$ cat config.mk
export PLATFORM = sky130hd
export DESIGN_NAME = matrix_operand_loader
export DESIGN_NICKNAME = d
export VERILOG_FILES = /design/src/rtl/matrix_operand_loader_pkg.sv /design/src/rtl/matrix_slot_writer.sv /design/src/rtl/matrix_operand_loader.sv
export SDC_FILE = /design/constraint.sdc
export NUM_CORES = 2
export LEC_CHECK = 0
export BUFFER_PORTS_ARGS = -buffer_cell sky130_fd_sc_hd__buf_4
export CAP_MARGIN = 20
export CORE_AREA = 8 8 413 415
export CTS_CLUSTER_SIZE = 16
export DETAILED_ROUTE_END_ITERATION = 6
export DIE_AREA = 0 0 421 423
export GPL_ROUTABILITY_DRIVEN = 0
export PLACE_DENSITY = 0.41
export SLEW_MARGIN = 20
export SYNTH_ARGS = -nofsm -noshare
export SYNTH_HDL_FRONTEND = slang
export SYNTH_SLANG_ARGS = --single-unit
$ cat constraint.sdc
create_clock -name clk -period 2.3 [get_ports clk]
set_input_delay 0.345 -clock clk [delete_from_list [all_inputs] [get_ports clk]]
set_output_delay 0.345 -clock clk [all_outputs]
set_load 0.005 [all_outputs]
$ cat src/rtl/matrix_operand_loader_pkg.sv
// Constants shared by the Kalman matrix datapath stages.
package matrix_operand_loader_pkg;
  localparam int COEF_W    = 32;
  localparam int COEF_Q    = 18;
  localparam int MAT_P     = 4;
  localparam int MAT_SLOTS = MAT_P * MAT_P;
  localparam int FRAME_LEN = 2 * MAT_SLOTS;
endpackage

$ cat src/rtl/matrix_slot_writer.sv
// P*P coefficient register bank, one slot written per cycle
// through a one-hot enable.
module matrix_slot_writer
  import matrix_operand_loader_pkg::*;
#(
  parameter int N     = COEF_W,
  parameter int SLOTS = MAT_SLOTS
) (
  input  logic               clk,
  input  logic               reset,
  input  logic [SLOTS-1:0]   we,
  input  logic [N-1:0]       data,
  output logic [SLOTS*N-1:0] bus
);

  always_ff @(posedge clk) begin
    if (!reset) begin
      bus <= '0;
    end else begin
      for (int i = 0; i < SLOTS; i++) begin
        if (we[i]) bus[i*N +: N] <= data;
      end
    end
  end

endmodule

$ cat src/rtl/matrix_operand_loader.sv
// Serial coefficient loader for the Kalman 4x4 matrix multiplier.
// Assembles A then B from a word stream and presents both as one frame.
module matrix_operand_loader
  import matrix_operand_loader_pkg::*;
#(
  parameter int N = COEF_W,
  parameter int P = MAT_P
) (
  input  logic                 clk,
  input  logic                 reset,
  input  logic [N-1:0]         in_data,
  input  logic                 in_valid,
  input  logic                 in_last,
  output logic                 in_ready,
  output logic [P*P*N-1:0]     a_out,
  output logic [P*P*N-1:0]     b_out,
  output logic                 out_valid,
  input  logic                 out_ready,
  output logic                 frame_err
);

  localparam int SLOTS = P * P;
  localparam int CW    = $clog2(SLOTS);

  typedef enum logic [1:0] {
    LOAD_A,
    LOAD_B,
    PRESENT
  } state_t;

  state_t           state;
  state_t           state_n;
  logic [CW-1:0]    cnt;
  logic [CW-1:0]    cnt_n;
  logic             err_n;
  logic             accept;
  logic             cnt_last;
  logic [SLOTS-1:0] slot_sel;
  logic [SLOTS-1:0] we_a;
  logic [SLOTS-1:0] we_b;

  assign in_ready = reset && (state != PRESENT);
  assign accept   = in_valid && in_ready;
  assign cnt_last = (cnt == CW'(SLOTS - 1));
  assign slot_sel = {{(SLOTS-1){1'b0}}, 1'b1} << cnt;

  always_ff @(posedge clk) begin
    if (!reset) begin
      state     <= LOAD_A;
      cnt       <= '0;
      out_valid <= 1'b0;
      frame_err <= 1'b0;
    end else begin
      state     <= state_n;
      cnt       <= cnt_n;
      out_valid <= (state_n == PRESENT);
      frame_err <= err_n;
    end
  end

  // Offending words are still written; the frame is simply abandoned.
  always_comb begin
    state_n = state;
    cnt_n   = cnt;
    err_n   = 1'b0;
    we_a    = '0;
    we_b    = '0;
    unique case (state)
      LOAD_A: begin
        if (accept) begin
          we_a  = slot_sel;
          cnt_n = cnt + 1'b1;
          if (in_last) begin
            state_n = LOAD_A;
            cnt_n   = '0;
            err_n   = 1'b1;
          end else if (cnt_last) begin
            state_n = LOAD_B;
            cnt_n   = '0;
          end
        end
      end
      LOAD_B: begin
        if (accept) begin
          we_b  = slot_sel;
          cnt_n = cnt + 1'b1;
          if (cnt_last && in_last) begin
            state_n = PRESENT;
            cnt_n   = '0;
          end else if (cnt_last || in_last) begin
            state_n = LOAD_A;
            cnt_n   = '0;
            err_n   = 1'b1;
          end
        end
      end
      PRESENT: begin
        if (out_ready) begin
          state_n = LOAD_A;
          cnt_n   = '0;
        end
      end
      default: begin
        state_n = LOAD_A;
        cnt_n   = '0;
      end
    endcase
  end

  matrix_slot_writer #(
    .N     (N),
    .SLOTS (SLOTS)
  ) u_bank_a (
    .clk   (clk),
    .reset (reset),
    .we    (we_a),
    .data  (in_data),
    .bus   (a_out)
  );

  matrix_slot_writer #(
    .N     (N),
    .SLOTS (SLOTS)
  ) u_bank_b (
    .clk   (clk),
    .reset (reset),
    .we    (we_b),
    .data  (in_data),
    .bus   (b_out)
  );

endmodule

---- Yosys cells after proc, flatten, opt, wreduce, memory -nomap -nowiden ----
Cells that the tools add are included.
operators by class
  shift operators ......................... 1
  bitwise gates (word level) .............. 0
  add/subtract/negate cells ............... 1
  order comparisons ....................... 0
  divide/modulo/power cells ............... 0
  multipliers ............................. 0
  equality and inequality tests ........... 8
  mux-type cells .......................... 25
  reductions and logical operators ........ 6
operators with widths
  cell                                                                   count
  16-bit 2-to-1 mux                                                      3
  4-bit 2-to-1 mux                                                       7
  1-bit by 4-bit left shift with 16-bit output, first input constant     1
  2-bit 2-to-1 mux                                                       7
  4-bit one-hot mux with 3 select lines                                  1
  2-bit inequality test, second input constant                           4
  2-bit one-hot mux with 3 select lines                                  1
  1-bit 2-to-1 mux                                                       5
  4-bit by 1-bit adder with 4-bit output, second input constant          1
  2-bit equality test, second input constant                             2
  4-bit equality test, second input constant                             1
  1-bit logical AND                                                      3
  3-bit AND reduction                                                    1
  2-bit by 1-bit equality test with 1-bit output, second input constant  1
  2-bit zero test                                                        1
  1-bit one-hot mux with 2 select lines                                  1
  1-bit logical OR                                                       1
word-level totals
  input port bits ......................... 37
  memories ................................ 0
  latch bits .............................. 0
  register bits ........................... 1,032
  memory bits (read-only) ................. 0
  word-level logic and storage cells ...... 77
  bits in writable memories ............... 0

---- Longest topological paths before layout ----
  depth after elaboration ................. 7
  mapped depth ............................ 9
  mapped depth without buffers ............ 8

---- By module ----
Synthesis repeated with hierarchy kept, for this count alone.
unflattened totals
  cells, all modules ...................... 3,485
  area total of the unflattened synthesis .. 40,885.5 um2
modules (own cells, without submodules)
  module                 cells an instance  area each (um2)  seq. area each (um2)  times used
  matrix_slot_writer     1,689              20,065.5         10,249.8              2
  matrix_operand_loader  107                754.5            160.2                 1

---- Least setup slack after synthesis ----
No wires, ideal clock.
  path kind ............................... register -> register
  start ................................... reg cnt[0]
  end ..................................... reg cnt[3]
  path slack .............................. 0.413 ns
  stages on the path, launching flop included .. 9
  arrival time ............................ 1.813 ns
  library setup time ...................... 0.074 ns
  path buffers ............................ 0
  clock period less this slack ............ 1.887 ns
  path through ............................ dfxtp_1 ha_1 nand3_1 inv_1 ha_1 nand2b_1 a2bb2oi_1 or4_1 a31oi_1
on the way
  word-level cells in the longest chain between the ends .. 6
  elaborated cells on any way between the ends .. 11
  classes of those cells .................. add/sub (1); eq/ne (1); mux (7); reduce/logical (2)
ends and longest elaborated chain
  element                                                                         line                         source
  from (decl)                                                                     matrix_operand_loader.sv:33  logic [CW-1:0] cnt;
  from (signal assigned)                                                          matrix_operand_loader.sv:55  cnt <= cnt_n;
  branches (longest 5 deep; another with 4-bit by 1-bit adder with 4-bit output)  -
  4-bit one-hot mux with 3 select lines *                                         matrix_operand_loader.sv:68  unique case (state)
Every way passes the cells marked *. The select of a mux whose other input is x is not followed.
A chain may end at the register's enable or synchronous reset.

---- Worst setup path in the final report ----
  start ................................... reg state[0]
  end ..................................... out in_ready
on the way
  word-level cells in the longest chain between the ends .. 2
ends and longest elaborated chain
  element                 line                         source
  from (decl)             matrix_operand_loader.sv:31  state_t state;
  from (signal assigned)  matrix_operand_loader.sv:54  state <= state_n;
  2-bit inequality test   matrix_operand_loader.sv:42  assign in_ready = reset && (state != PRESENT);
  1-bit logical AND       matrix_operand_loader.sv:42
  to (decl)               matrix_operand_loader.sv:14  output logic in_ready,
Every way passes these cells.

==> out/qor.csv <==
stage,metric,value,unit
global_routing,grt_use_met1,26.2,%
min_path,hold_class,in2reg,
logic_synthesis,synth_top_family_by_area,simple AND/OR/NAND/NOR gates,
logic_synthesis,async_flop_share,0,%
timing,finalHoldViolations,0,
logic_synthesis,ys.flop_type,dfxtp_1,
placed_design,dpl_worst_slack,0.137,ns
detailed_routing,detail_route.wl_per_cell,27.5,µm
worst_setup_path,cp_max_fo,8,
logic_synthesis,synth.largest_area_cell,dfxtp_1,
global_routing,grt_first_pass_wirelength,289,mm
detailed_routing,num_vias,35831,
detailed_routing,antenna_left,0,
power,power_switching,9.76,mW
detailed_routing,dr.pass1.iters,6,
global_routing,use_met2,40.3,%
timing,setup_violations,0,
logic_synthesis,synth_xor_xnor_area_share,0,%
global_routing,grt_max_degree,141,
power,p_leak,20.3,nW
clock_tree,cts.sinks,1032,
logic_synthesis,yosys-top-cells-count,"nand2_1, dfxtp_1, a21oi_1",
power,swShare,24.9,%
die,die_w,421,µm
timing,tightest_slew,0.878,ns
logic_synthesis,netlist_area,36900,µm²
power,powerDensity,752,nW/µm²
clock_tree,cts_tree,yes,
logic_synthesis,synth_compound_area_share,12.4,%
power,power_frac_seq,45.8,%
detailed_routing,routed_wl,214,mm
global_routing,grt_usage,22.6,%
logic_synthesis,synthSimpleGateAreaFrac,22.7,%
finish,layout.core_utilization,31.8,%
timing,finalClockSkew,0.0389,ns
power,power.internal,29.4,mW
worst_setup_path,cp-end-kind,primary output,
timing,layout_setup_ws,0.102,ns
timing,holdWs,0.0785,ns
die,die_h,423,µm
clock_tree,cts-root-buf,clkbuf_16,
finish,layout.nets,5526,
die,start_util,22.5,%
timing,rsz0062_at_grt,no,
logic_synthesis,synth_mux_area_share,3.33,%
timing,period_share,95.5,%
worst_setup_path,cp.arrival,1.85,ns
power,clkPwrFrac,49.7,%
logic_synthesis,syn_inst,4600,
power,ir_drop,0.642,mV
logic_synthesis,yosysWarnings,0,
detailed_routing,drc_errors,0,
logic_synthesis,synth_edf_count,0,
detailed_routing,vias_per_cell,4.61,
clock_tree,path_clk_slew,0.07,ns
placed_design,io_buffers,1063,
flow_run,drv_cap,0,
worst_setup_path,path_class,reg2out,
finish,drive_above_1_share,25.5,%
timing,max_freq,455,MHz
global_routing,antenna_found_initial,13,
logic_synthesis,ys_types,41,
logic_synthesis,netlist_top_cells_area,"dfxtp_1, nand2_1, a21oi_1",
timing,slew_headroom,41.4,%
power,pwr-share-comb,4.5,%
worst_setup_path,cp-start-kind,flop,
logic_synthesis,synth_fp_nets,4645,
logic_synthesis,synth_fa_ha_area_share,0.271,%
timing,setup-tns-final,0,ns
logic_synthesis,synth_top_area_share,55.9,%
timing,period_needed,2.20,ns
logic_synthesis,syn_avg_cell_area,8.03,µm²
die,rows,149,
global_routing,overflow,0,
worst_setup_path,required,1.96,ns
logic_synthesis,yosysSeqAreaShare,55.9,%
die,die-area,178000,µm²
detailed_routing,dr.first_iter.drc_count,3194,
finish,area_delta_synth_final,41.1,%
placed_design,dpl.hpwl,142,mm
die,coreArea,164000,µm²
clock_tree,clk_latency,0.74,ns
global_routing,grt_pass1_vias,33791,
logic_synthesis,ys_seq_elements,1032,
global_routing,use_met3,4.59,%
run_status,status,"complete, no violations",
timing,slew_violations,0,
die,ios,1064,
clock_tree,clk_path_buf_depth,3,
logic_synthesis,synth_most_common_cell,nand2_1,
clock_tree,numCtsBuffers,119,
clock_tree,cts_max_level,3,
global_routing,top_usage_layer,met2,
-- layout make-up --
type / instances / area, µm²
diodes: 7 / 17.5
clock buffers: 184 / 3570
clock inverters: 39 / 418
fillers: 17355 / 112000
inverters: 6 / 30.0
multi-input cells: 3100 / 14400
flip-flops and latches: 1032 / 20700
well taps: 2189 / 2740
repair buffers: 1222 / 10300
-- cells in the final DEF (no fill, tap or decap), drive strengths merged, types with 7 or more instances in the layout --
master | netlist | layout
nand2 | 1711 | 1711
buf | 149 | 1207
dfxtp | 1032 | 1032
a21oi | 643 | 643
nand3 | 265 | 265
o21ai | 263 | 263
clkbuf | 313 | 184
mux2i | 123 | 123
clkinv | 0 | 27
nand4 | 16 | 16
and2 | 16 | 16
dlygate4sd3 | 0 | 15
inv | 6 | 13
and4 | 12 | 12
ha | 8 | 8
diode | 0 | 7
nor4 | 7 | 7
nor2 | 7 | 7
-- registers in the layout, summed over array words and instances, names as in the netlist --
name and count:
cnt 4, frame_err 1, out_valid 1, state 2, u_bank_a.bus 512, u_bank_b.bus 512
-- worst max-delay path, stage by stage (launching register included) --
cell and delay [ns]:
dfxtp_1 0.38, buf_4 0.19, nor2b_4 0.18, buf_4 0.16, nor2_1 0.04, buf_4 0.17
-- power by group through the flow --
stage	clock network, mW	registers, mW	logic [mW]
global route	20.6	17.9	1.84
detailed placement	0	18.3	1.79
global placement	0	18.3	1.80
floorplan	0	18.3	0.629
CTS	20.0	18.0	1.82
finish	19.5	18.0	1.78
-- metrics by stage --
| stage | area, µm² | cells | power, mW |
|---|---|---|---|
| 5_1_grt | 52100 | 7773 | 40.4 |
| 3_5_place_dp | 47900 | 7534 | 20.1 |
| 2_1_floorplan | 36900 | 4600 | 19.0 |
| 6_report | 52100 | 7779 | 39.2 |
| 4_1_cts | 52100 | 7772 | 39.8 |
| 3_3_place_gp | 47900 | 7534 | 20.1 |
-- cell families (layout without fill, tap and decap cells) --
logic type      Yosys count  count (layout)
simple gates           2059            2059
flops                  1032            1032
compound gates          910             910
buf+inv                 468            1451
mux                     123             123
fa+ha+maj                 8               8
other cells               0               7
-- metal layers --
layer	up-vias	share of wire (%)
li1	16747	-
met1	17602	39
met2	1174	51
met3	308	5.6
met4	0	4.7
met5	-	0
-- path summary, 6_finish.rpt --
check | startpoint | end | depth (start not counted) | slack, ns
hold reg to reg | u_bank_a.bus[43] | u_bank_a.bus[43] | 2 | 0.45
setup / recovery | state[0] | in_ready | 5 | 0.10
hold / removal | in_data[2] | u_bank_b.bus[258] | 3 | 0.08
setup reg to reg | state[0] | u_bank_b.bus[475] | 6 | 0.20
-- repair_timing --
action	in CTS	in global routing
hold buffers	15	0
setup buffers	0	0
gates resized for setup	3	3
hold endpoints to repair	49	0
gates cloned	0	0
setup endpoints to repair	1	3
(Power assumes the default switching activity.)
